File: src/rtl/axis_packet_splitter_mc_pkg.sv
// rtl/axis_packet_splitter_mc_pkg.sv - shared state encoding and sideband width helpers
package axis_packet_splitter_mc_pkg;

    typedef enum logic [1:0] {
        ST_IDLE  = 2'd0,
        ST_RUN   = 2'd1,
        ST_ERROR = 2'd2
    } split_state_e;

    function automatic int keep_width_f(input bit enable, input int data_width);
        return enable ? (data_width + 7) / 8 : 1;
    endfunction

    function automatic int side_width_f(input bit enable, input int width);
        return enable ? width : 1;
    endfunction

endpackage

File: src/rtl/axis_split_channel_ctrl.sv
// rtl/axis_split_channel_ctrl.sv - per-lane beat/packet counters, tlast generation and done flag
module axis_split_channel_ctrl #(
    parameter int PCKT_WIDTH          = 32,
    parameter int CNT_WIDTH           = 16,
    parameter bit RAISE_NON_DIVISIBLE = 1'b1
) (
    input  logic                  clk,
    input  logic                  rst,
    input  logic                  clear,
    input  logic                  handshake,
    input  logic                  in_tlast,
    input  logic [PCKT_WIDTH-1:0] size,
    input  logic [CNT_WIDTH-1:0]  count,
    output logic                  out_tlast,
    output logic                  done,
    output logic                  done_set,
    output logic                  nondiv_error
);

    logic [PCKT_WIDTH-1:0] beat_cnt;
    logic [CNT_WIDTH-1:0]  pkt_cnt;
    logic                  at_last;
    logic                  last_pkt;

    // Only latched size/count are compared, so mid-run input changes are harmless.
    assign at_last      = (beat_cnt == size - PCKT_WIDTH'(1));
    assign last_pkt     = (pkt_cnt == count - CNT_WIDTH'(1));
    assign out_tlast    = at_last;
    assign done_set     = handshake && at_last && last_pkt;
    assign nondiv_error = RAISE_NON_DIVISIBLE && handshake && in_tlast && !at_last;

    // Advance beat counter per accepted beat; wrap at packet end and bump the packet counter.
    always_ff @(posedge clk) begin
        if (rst || clear) begin
            beat_cnt <= '0;
            pkt_cnt  <= '0;
            done     <= 1'b0;
        end else if (handshake) begin
            if (at_last) begin
                beat_cnt <= '0;
                pkt_cnt  <= pkt_cnt + CNT_WIDTH'(1);
                if (last_pkt) begin
                    done <= 1'b1;
                end
            end else begin
                beat_cnt <= beat_cnt + PCKT_WIDTH'(1);
            end
        end
    end

endmodule

File: src/rtl/axis_packet_splitter_mc.sv
// rtl/axis_packet_splitter_mc.sv - multi-channel stream splitter with packet count, lock and error handling
module axis_packet_splitter_mc
    import axis_packet_splitter_mc_pkg::*;
#(
    parameter int CHANNELS            = 1,
    parameter int DATA_WIDTH          = 16,
    parameter bit KEEP_ENABLE         = (DATA_WIDTH > 8),
    parameter int KEEP_WIDTH          = keep_width_f(KEEP_ENABLE, DATA_WIDTH),
    parameter bit ID_ENABLE           = 1'b0,
    parameter int ID_WIDTH            = side_width_f(ID_ENABLE, 8),
    parameter bit DEST_ENABLE         = 1'b0,
    parameter int DEST_WIDTH          = side_width_f(DEST_ENABLE, 8),
    parameter bit USER_ENABLE         = 1'b0,
    parameter int USER_WIDTH          = side_width_f(USER_ENABLE, 8),
    parameter int PCKT_WIDTH          = 32,
    parameter int CNT_WIDTH           = 16,
    parameter bit ALLOW_LOCKS         = 1'b1,
    parameter bit RAISE_NON_DIVISIBLE = 1'b1
) (
    input  logic                           clk,
    input  logic                           rst,
    input  logic                           operation_start,
    input  logic [PCKT_WIDTH-1:0]          packet_size,
    input  logic [CNT_WIDTH-1:0]           packet_count,
    input  logic                           lock,
    input  logic                           external_error,
    output logic                           operation_busy,
    output logic                           operation_complete,
    output logic                           operation_error,
    output logic [CHANNELS-1:0]            channel_done,
    input  logic [CHANNELS*DATA_WIDTH-1:0] s_axis_tdata,
    input  logic [CHANNELS*KEEP_WIDTH-1:0] s_axis_tkeep,
    input  logic [CHANNELS-1:0]            s_axis_tvalid,
    output logic [CHANNELS-1:0]            s_axis_tready,
    input  logic [CHANNELS-1:0]            s_axis_tlast,
    input  logic [CHANNELS*ID_WIDTH-1:0]   s_axis_tid,
    input  logic [CHANNELS*DEST_WIDTH-1:0] s_axis_tdest,
    input  logic [CHANNELS*USER_WIDTH-1:0] s_axis_tuser,
    output logic [CHANNELS*DATA_WIDTH-1:0] m_axis_tdata,
    output logic [CHANNELS*KEEP_WIDTH-1:0] m_axis_tkeep,
    output logic [CHANNELS-1:0]            m_axis_tvalid,
    input  logic [CHANNELS-1:0]            m_axis_tready,
    output logic [CHANNELS-1:0]            m_axis_tlast,
    output logic [CHANNELS*ID_WIDTH-1:0]   m_axis_tid,
    output logic [CHANNELS*DEST_WIDTH-1:0] m_axis_tdest,
    output logic [CHANNELS*USER_WIDTH-1:0] m_axis_tuser
);

    split_state_e          state_q, state_d;
    logic [PCKT_WIDTH-1:0] size_q;
    logic [CNT_WIDTH-1:0]  count_q;
    logic                  complete_q;
    logic                  run;
    logic                  locked;
    logic                  start_ok;
    logic                  clear;
    logic                  go_done;
    logic [CHANNELS-1:0]   active;
    logic [CHANNELS-1:0]   handshake;
    logic [CHANNELS-1:0]   ch_tlast;
    logic [CHANNELS-1:0]   done_q;
    logic [CHANNELS-1:0]   done_set;
    logic [CHANNELS-1:0]   nondiv;

    assign run      = (state_q == ST_RUN);
    assign locked   = ALLOW_LOCKS && lock;
    assign start_ok = operation_start && (packet_size != '0) && (packet_count != '0);

    // A finished lane stops handshaking so it cannot run past its packet budget.
    assign active        = {CHANNELS{run && !locked}} & ~done_q;
    assign handshake     = s_axis_tvalid & m_axis_tready & active;
    assign m_axis_tvalid = s_axis_tvalid & active;
    assign s_axis_tready = m_axis_tready & active;
    assign m_axis_tlast  = ch_tlast & {CHANNELS{run}};

    assign m_axis_tdata = s_axis_tdata;
    assign m_axis_tkeep = KEEP_ENABLE ? s_axis_tkeep : '1;
    assign m_axis_tid   = ID_ENABLE   ? s_axis_tid   : '0;
    assign m_axis_tdest = DEST_ENABLE ? s_axis_tdest : '0;
    assign m_axis_tuser = USER_ENABLE ? s_axis_tuser : '0;

    assign operation_busy     = run;
    assign operation_complete = complete_q;
    assign operation_error    = (state_q == ST_ERROR);
    assign channel_done       = done_q;

    for (genvar i = 0; i < CHANNELS; i++) begin : g_ch
        axis_split_channel_ctrl #(
            .PCKT_WIDTH          (PCKT_WIDTH),
            .CNT_WIDTH           (CNT_WIDTH),
            .RAISE_NON_DIVISIBLE (RAISE_NON_DIVISIBLE)
        ) u_ctrl (
            .clk          (clk),
            .rst          (rst),
            .clear        (clear),
            .handshake    (handshake[i]),
            .in_tlast     (s_axis_tlast[i]),
            .size         (size_q),
            .count        (count_q),
            .out_tlast    (ch_tlast[i]),
            .done         (done_q[i]),
            .done_set     (done_set[i]),
            .nondiv_error (nondiv[i])
        );
    end

    // Next-state: errors take priority over completion so a failing run never reports done.
    always_comb begin
        state_d = state_q;
        clear   = 1'b0;
        go_done = 1'b0;
        case (state_q)
            ST_IDLE, ST_ERROR: begin
                if (external_error) begin
                    state_d = ST_ERROR;
                end else if (operation_start) begin
                    if (start_ok) begin
                        state_d = ST_RUN;
                        clear   = 1'b1;
                    end else begin
                        state_d = ST_ERROR;
                    end
                end
            end
            ST_RUN: begin
                if (external_error || (|nondiv)) begin
                    state_d = ST_ERROR;
                end else if (&(done_q | done_set)) begin
                    state_d = ST_IDLE;
                    go_done = 1'b1;
                end
            end
            default: state_d = ST_IDLE;
        endcase
    end

    // State register, registered completion pulse and operation parameter latch.
    always_ff @(posedge clk) begin
        if (rst) begin
            state_q    <= ST_IDLE;
            size_q     <= '0;
            count_q    <= '0;
            complete_q <= 1'b0;
        end else begin
            state_q    <= state_d;
            complete_q <= go_done;
            if (clear) begin
                size_q  <= packet_size;
                count_q <= packet_count;
            end
        end
    end

endmodule

File: config.mk
export PLATFORM = sky130hd
export DESIGN_NAME = axis_packet_splitter_mc
export DESIGN_NICKNAME = d
export VERILOG_FILES = /design/src/rtl/axis_packet_splitter_mc_pkg.sv /design/src/rtl/axis_split_channel_ctrl.sv /design/src/rtl/axis_packet_splitter_mc.sv
export SDC_FILE = /design/constraint.sdc
export NUM_CORES = 1
export LEC_CHECK = 0
export CORE_MARGIN = 3
export CORE_UTILIZATION = 54
export DETAILED_ROUTE_END_ITERATION = 10
export GPL_TIMING_DRIVEN = 0
export PLACE_DENSITY = 0.81
export RECOVER_POWER = 50
export REMOVE_ABC_BUFFERS = 1
export SYNTH_ARGS = -nofsm -noshare
export SYNTH_HDL_FRONTEND = slang
export SYNTH_SLANG_ARGS = --single-unit
File: constraint.sdc
create_clock -name clk -period 3.57 [get_ports clk]
set_input_delay 0.5355 -clock clk [delete_from_list [all_inputs] [get_ports clk]]
set_output_delay 0.5355 -clock clk [all_outputs]
set_load 0.02 [all_outputs]
==> flow_summary.yaml <==
status:
  status: "finished, final reports clean"
cts:
  cts_htree_levels: 3
  worst_skew_pair.late_latency_ps: 350
  cts_tree: "done"
  cts_max_path_buffers: 2
  clk_pin_slew_ps: 70
  clock_sinks: 100
  cts_buffers: 9
  cts_root_buffer: "clkbuf_16"
yosys:
  seq_area_frac_synth_pct: 32.8
  synth_edf_count: 0
  synth_seq_cells: 100
  synth_top_area_cell: "dfxtp_1"
  yosysTopAreaCellShare_pct: 32.8
  yosys-top-cells-area: "dfxtp_1 33%, mux2i_1 8.4%, nor2_1 8.2%"
  ys_dominant_reg_cell: "dfxtp_1"
  synth_area_um2: 6100
  yosys-top-cells-count: "134 x nor2_1, 100 x dfxtp_1, 53 x xnor2_1, 51 x mux2i_1, 44 x xor2_1"
  synth_warnings: 0
  syn_avg_cell_area_um2: 8.29
  async_reset_ff_share_pct: 0
  yosysMostFrequentCell: "nor2_1"
  syn-instance-count: 736
  yosysUniqueCellTypes: 70
floorplanning:
  num_rows: 38
  pin_count: 105
  start_util_pct: 55.8
  die_y_um: 112
  dieWidth_um: 112
  dieArea_um2: 12600
  core-area_um2: 10900
cells_and_area:
  nets: 850
  fin_area_um2: 7180
  fin_cells: 914
  drive_above_1_share_pct: 9.43
  areaGrowthSynthToFinish_pct: 17.7
  antennaDiodeCount: 0
place:
  dpl_cell_area_um2: 6680
  dp_hpwl_um: 11400
  place.gp.congestion: 0.929
  portBuffers: 62
  dpl.cell_count: 888
  place_ws_ps: -1010
global_route:
  grt_pass1_wl_um: 25500
  grt_max_degree: 32
  overflow: 0
  grt_pass1_vias: 5400
  grtUsageTotal_pct: 24.6
  antenna_found_initial: 0
setup_path:
  cp.required_ps: 3850
  cp-start-kind: "primary input"
  end_kind: "flop"
  cp.arrival_ps: 3770
  worstSetupPathType: "primary input to flop"
  reg2reg_depth: 10
  critPathMaxFanout: 31
  rrSetupSlack_ps: 200
sta:
  rsz0062_at_grt: "yes"
  setup_viol: 0
  fin_worst_skew_ps: 10.3
  hold_ws_ps: 523
  post-route-period-util_pct: 97.9
  max_slew_margin_pct: 60.7
  slew_violations: 0
  max_freq_mhz: 286
  worst_pin_slew_ps: 584
  finalHoldViolCount: 0
  period_needed_ps: 3490
  setup_ws_ps: 75.8
pwr:
  ir_drop_uv: 313
  p_leak_nw: 2.81
  powerDensity_nw_per_um2: 384
routing:
  dr_total_vias: 5497
  wl_um: 15700
  via_per_inst: 6.01
  drt_first_pass_iters: 5
  first_iter_violations: 394
  wire_per_inst_um: 17.1
  drc: 0
  antenna_left: 0
job:
  cap_viol_max_count: 0
min_path:
  worstHoldPathCells: 2
  hold_path_class: "flop to flop"
-- metrics by stage --
stage	total power, mW	TNS (ps)	utilization, %
after CTS	2.73	-125	64.9
after detailed placement	1.72	-35190	61.1
after floorplan	1.55	-210500	-
final	2.76	0	65.7
after global routing	2.86	-142	65.7
after global placement	1.70	-460050	60.3
-- power breakdown --
group	internal [mW]	switching, mW	total [mW]	leakage, nW
combinational	0.267	0.292	0.558	1.85
clock	0.564	0.438	1.00	0.142
sequential	1.14	0.0513	1.20	0.815
total	1.98	0.781	2.76	2.81
-- layout by cell type, fill, tap and decap left out, types with 4 or more instances in the layout --
master	synthesis	final
nor3_2	1	4
dfxtp_2	0	7
nand3_1	21	20
and3_1	13	13
nor3_1	17	14
nor2b_1	5	5
buf_4	21	10
and2_1	5	5
nand2_1	39	38
nor4b_1	5	4
nand2b_1	11	9
xnor2_1	53	53
dfxtp_1	100	92
inv_1	15	15
or3_1	4	4
nor2_1	134	134
a21oi_1	18	18
or4_1	6	4
o21ai_0	9	9
nor4_4	2	5
clkdlybuf4s50_1	0	54
nand3b_1	7	7
or4_4	2	4
dlygate4sd3_1	0	6
nand4_1	13	13
o31a_1	4	4
mux2i_1	51	51
nor4_1	31	28
clkbuf_16	0	9
xor2_1	44	44
nor3b_1	5	5
-- sequential cells by signal, summed over array words and instances, names as in the netlist --
signal,flops
count_q,16
operation_complete,1
state_q,2
g_ch.u_ctrl.done,1
g_ch.u_ctrl.beat_cnt,32
g_ch.u_ctrl.pkt_cnt,16
size_q,32
-- timing repair --
item | in CTS | in global routing
setup buffers | 6 | 4
hold buffers | 0 | 0
gates resized for setup | 17 | 23
setup endpoints to repair | 51 | 37
pin swaps | 4 | 8
-- routing by layer --
metal	vias up	wire, um	GRT usage [%]
met5	-	0	0
met3	18	980	6.74
met2	195	7540	41.4
li1	2635	-	-
met4	0	223	6.97
met1	2649	6900	30.9
-- worst paths after layout --
check / from / end
min: g_ch[0].u_ctrl.pkt_cnt[14]$_SDFFE_PP0P_ / g_ch[0].u_ctrl.pkt_cnt[14]$_SDFFE_PP0P_
min reg2reg: g_ch[0].u_ctrl.pkt_cnt[14]$_SDFFE_PP0P_ / g_ch[0].u_ctrl.pkt_cnt[14]$_SDFFE_PP0P_
max: packet_size[6] / g_ch[0].u_ctrl.beat_cnt[21]$_SDFFE_PP0P_
max reg2reg: size_q[7]$_SDFFE_PP0P_ / g_ch[0].u_ctrl.pkt_cnt[13]$_SDFFE_PP0P_
-- critical path: stages --
cell and delay, ps:
clkdlybuf4s50_1 450, nor4_1 540, nand4_1 330, o2111ai_1 550
buf_12 260, buf_12 220, nand2b_2 270, nand2b_4 390
nor2_1 200
-- area by class of cell --
cell class                 instances  area (um2)
multi-input combinational        568        3880
fill                             914        3750
sequential                       100        2010
timing repair buffer              75         752
clock buffer                      11         243
tap                              140         175
clock inverter                     5        58.8
inverter                          15        56.3
-- cell families (layout without fill, tap and decap cells) --
kind of cell / Yosys count / count (layout) / share of synthesized area (%)
AOI/OAI and AO/OA: 68 / 68 / 7.94
xor gates and xnor gates: 97 / 97 / 13.9
muxes: 53 / 53 / 8.74
adders and majority gates: 4 / 4 / 0.820
and+or+nand+nor: 343 / 343 / 29.7
DFF: 100 / 100 / 32.8
buffers and inverters: 70 / 106 / 5.97
other: 1 / 3 / 0.0615
No activity file was read; power rests on OpenSTA's default activity.
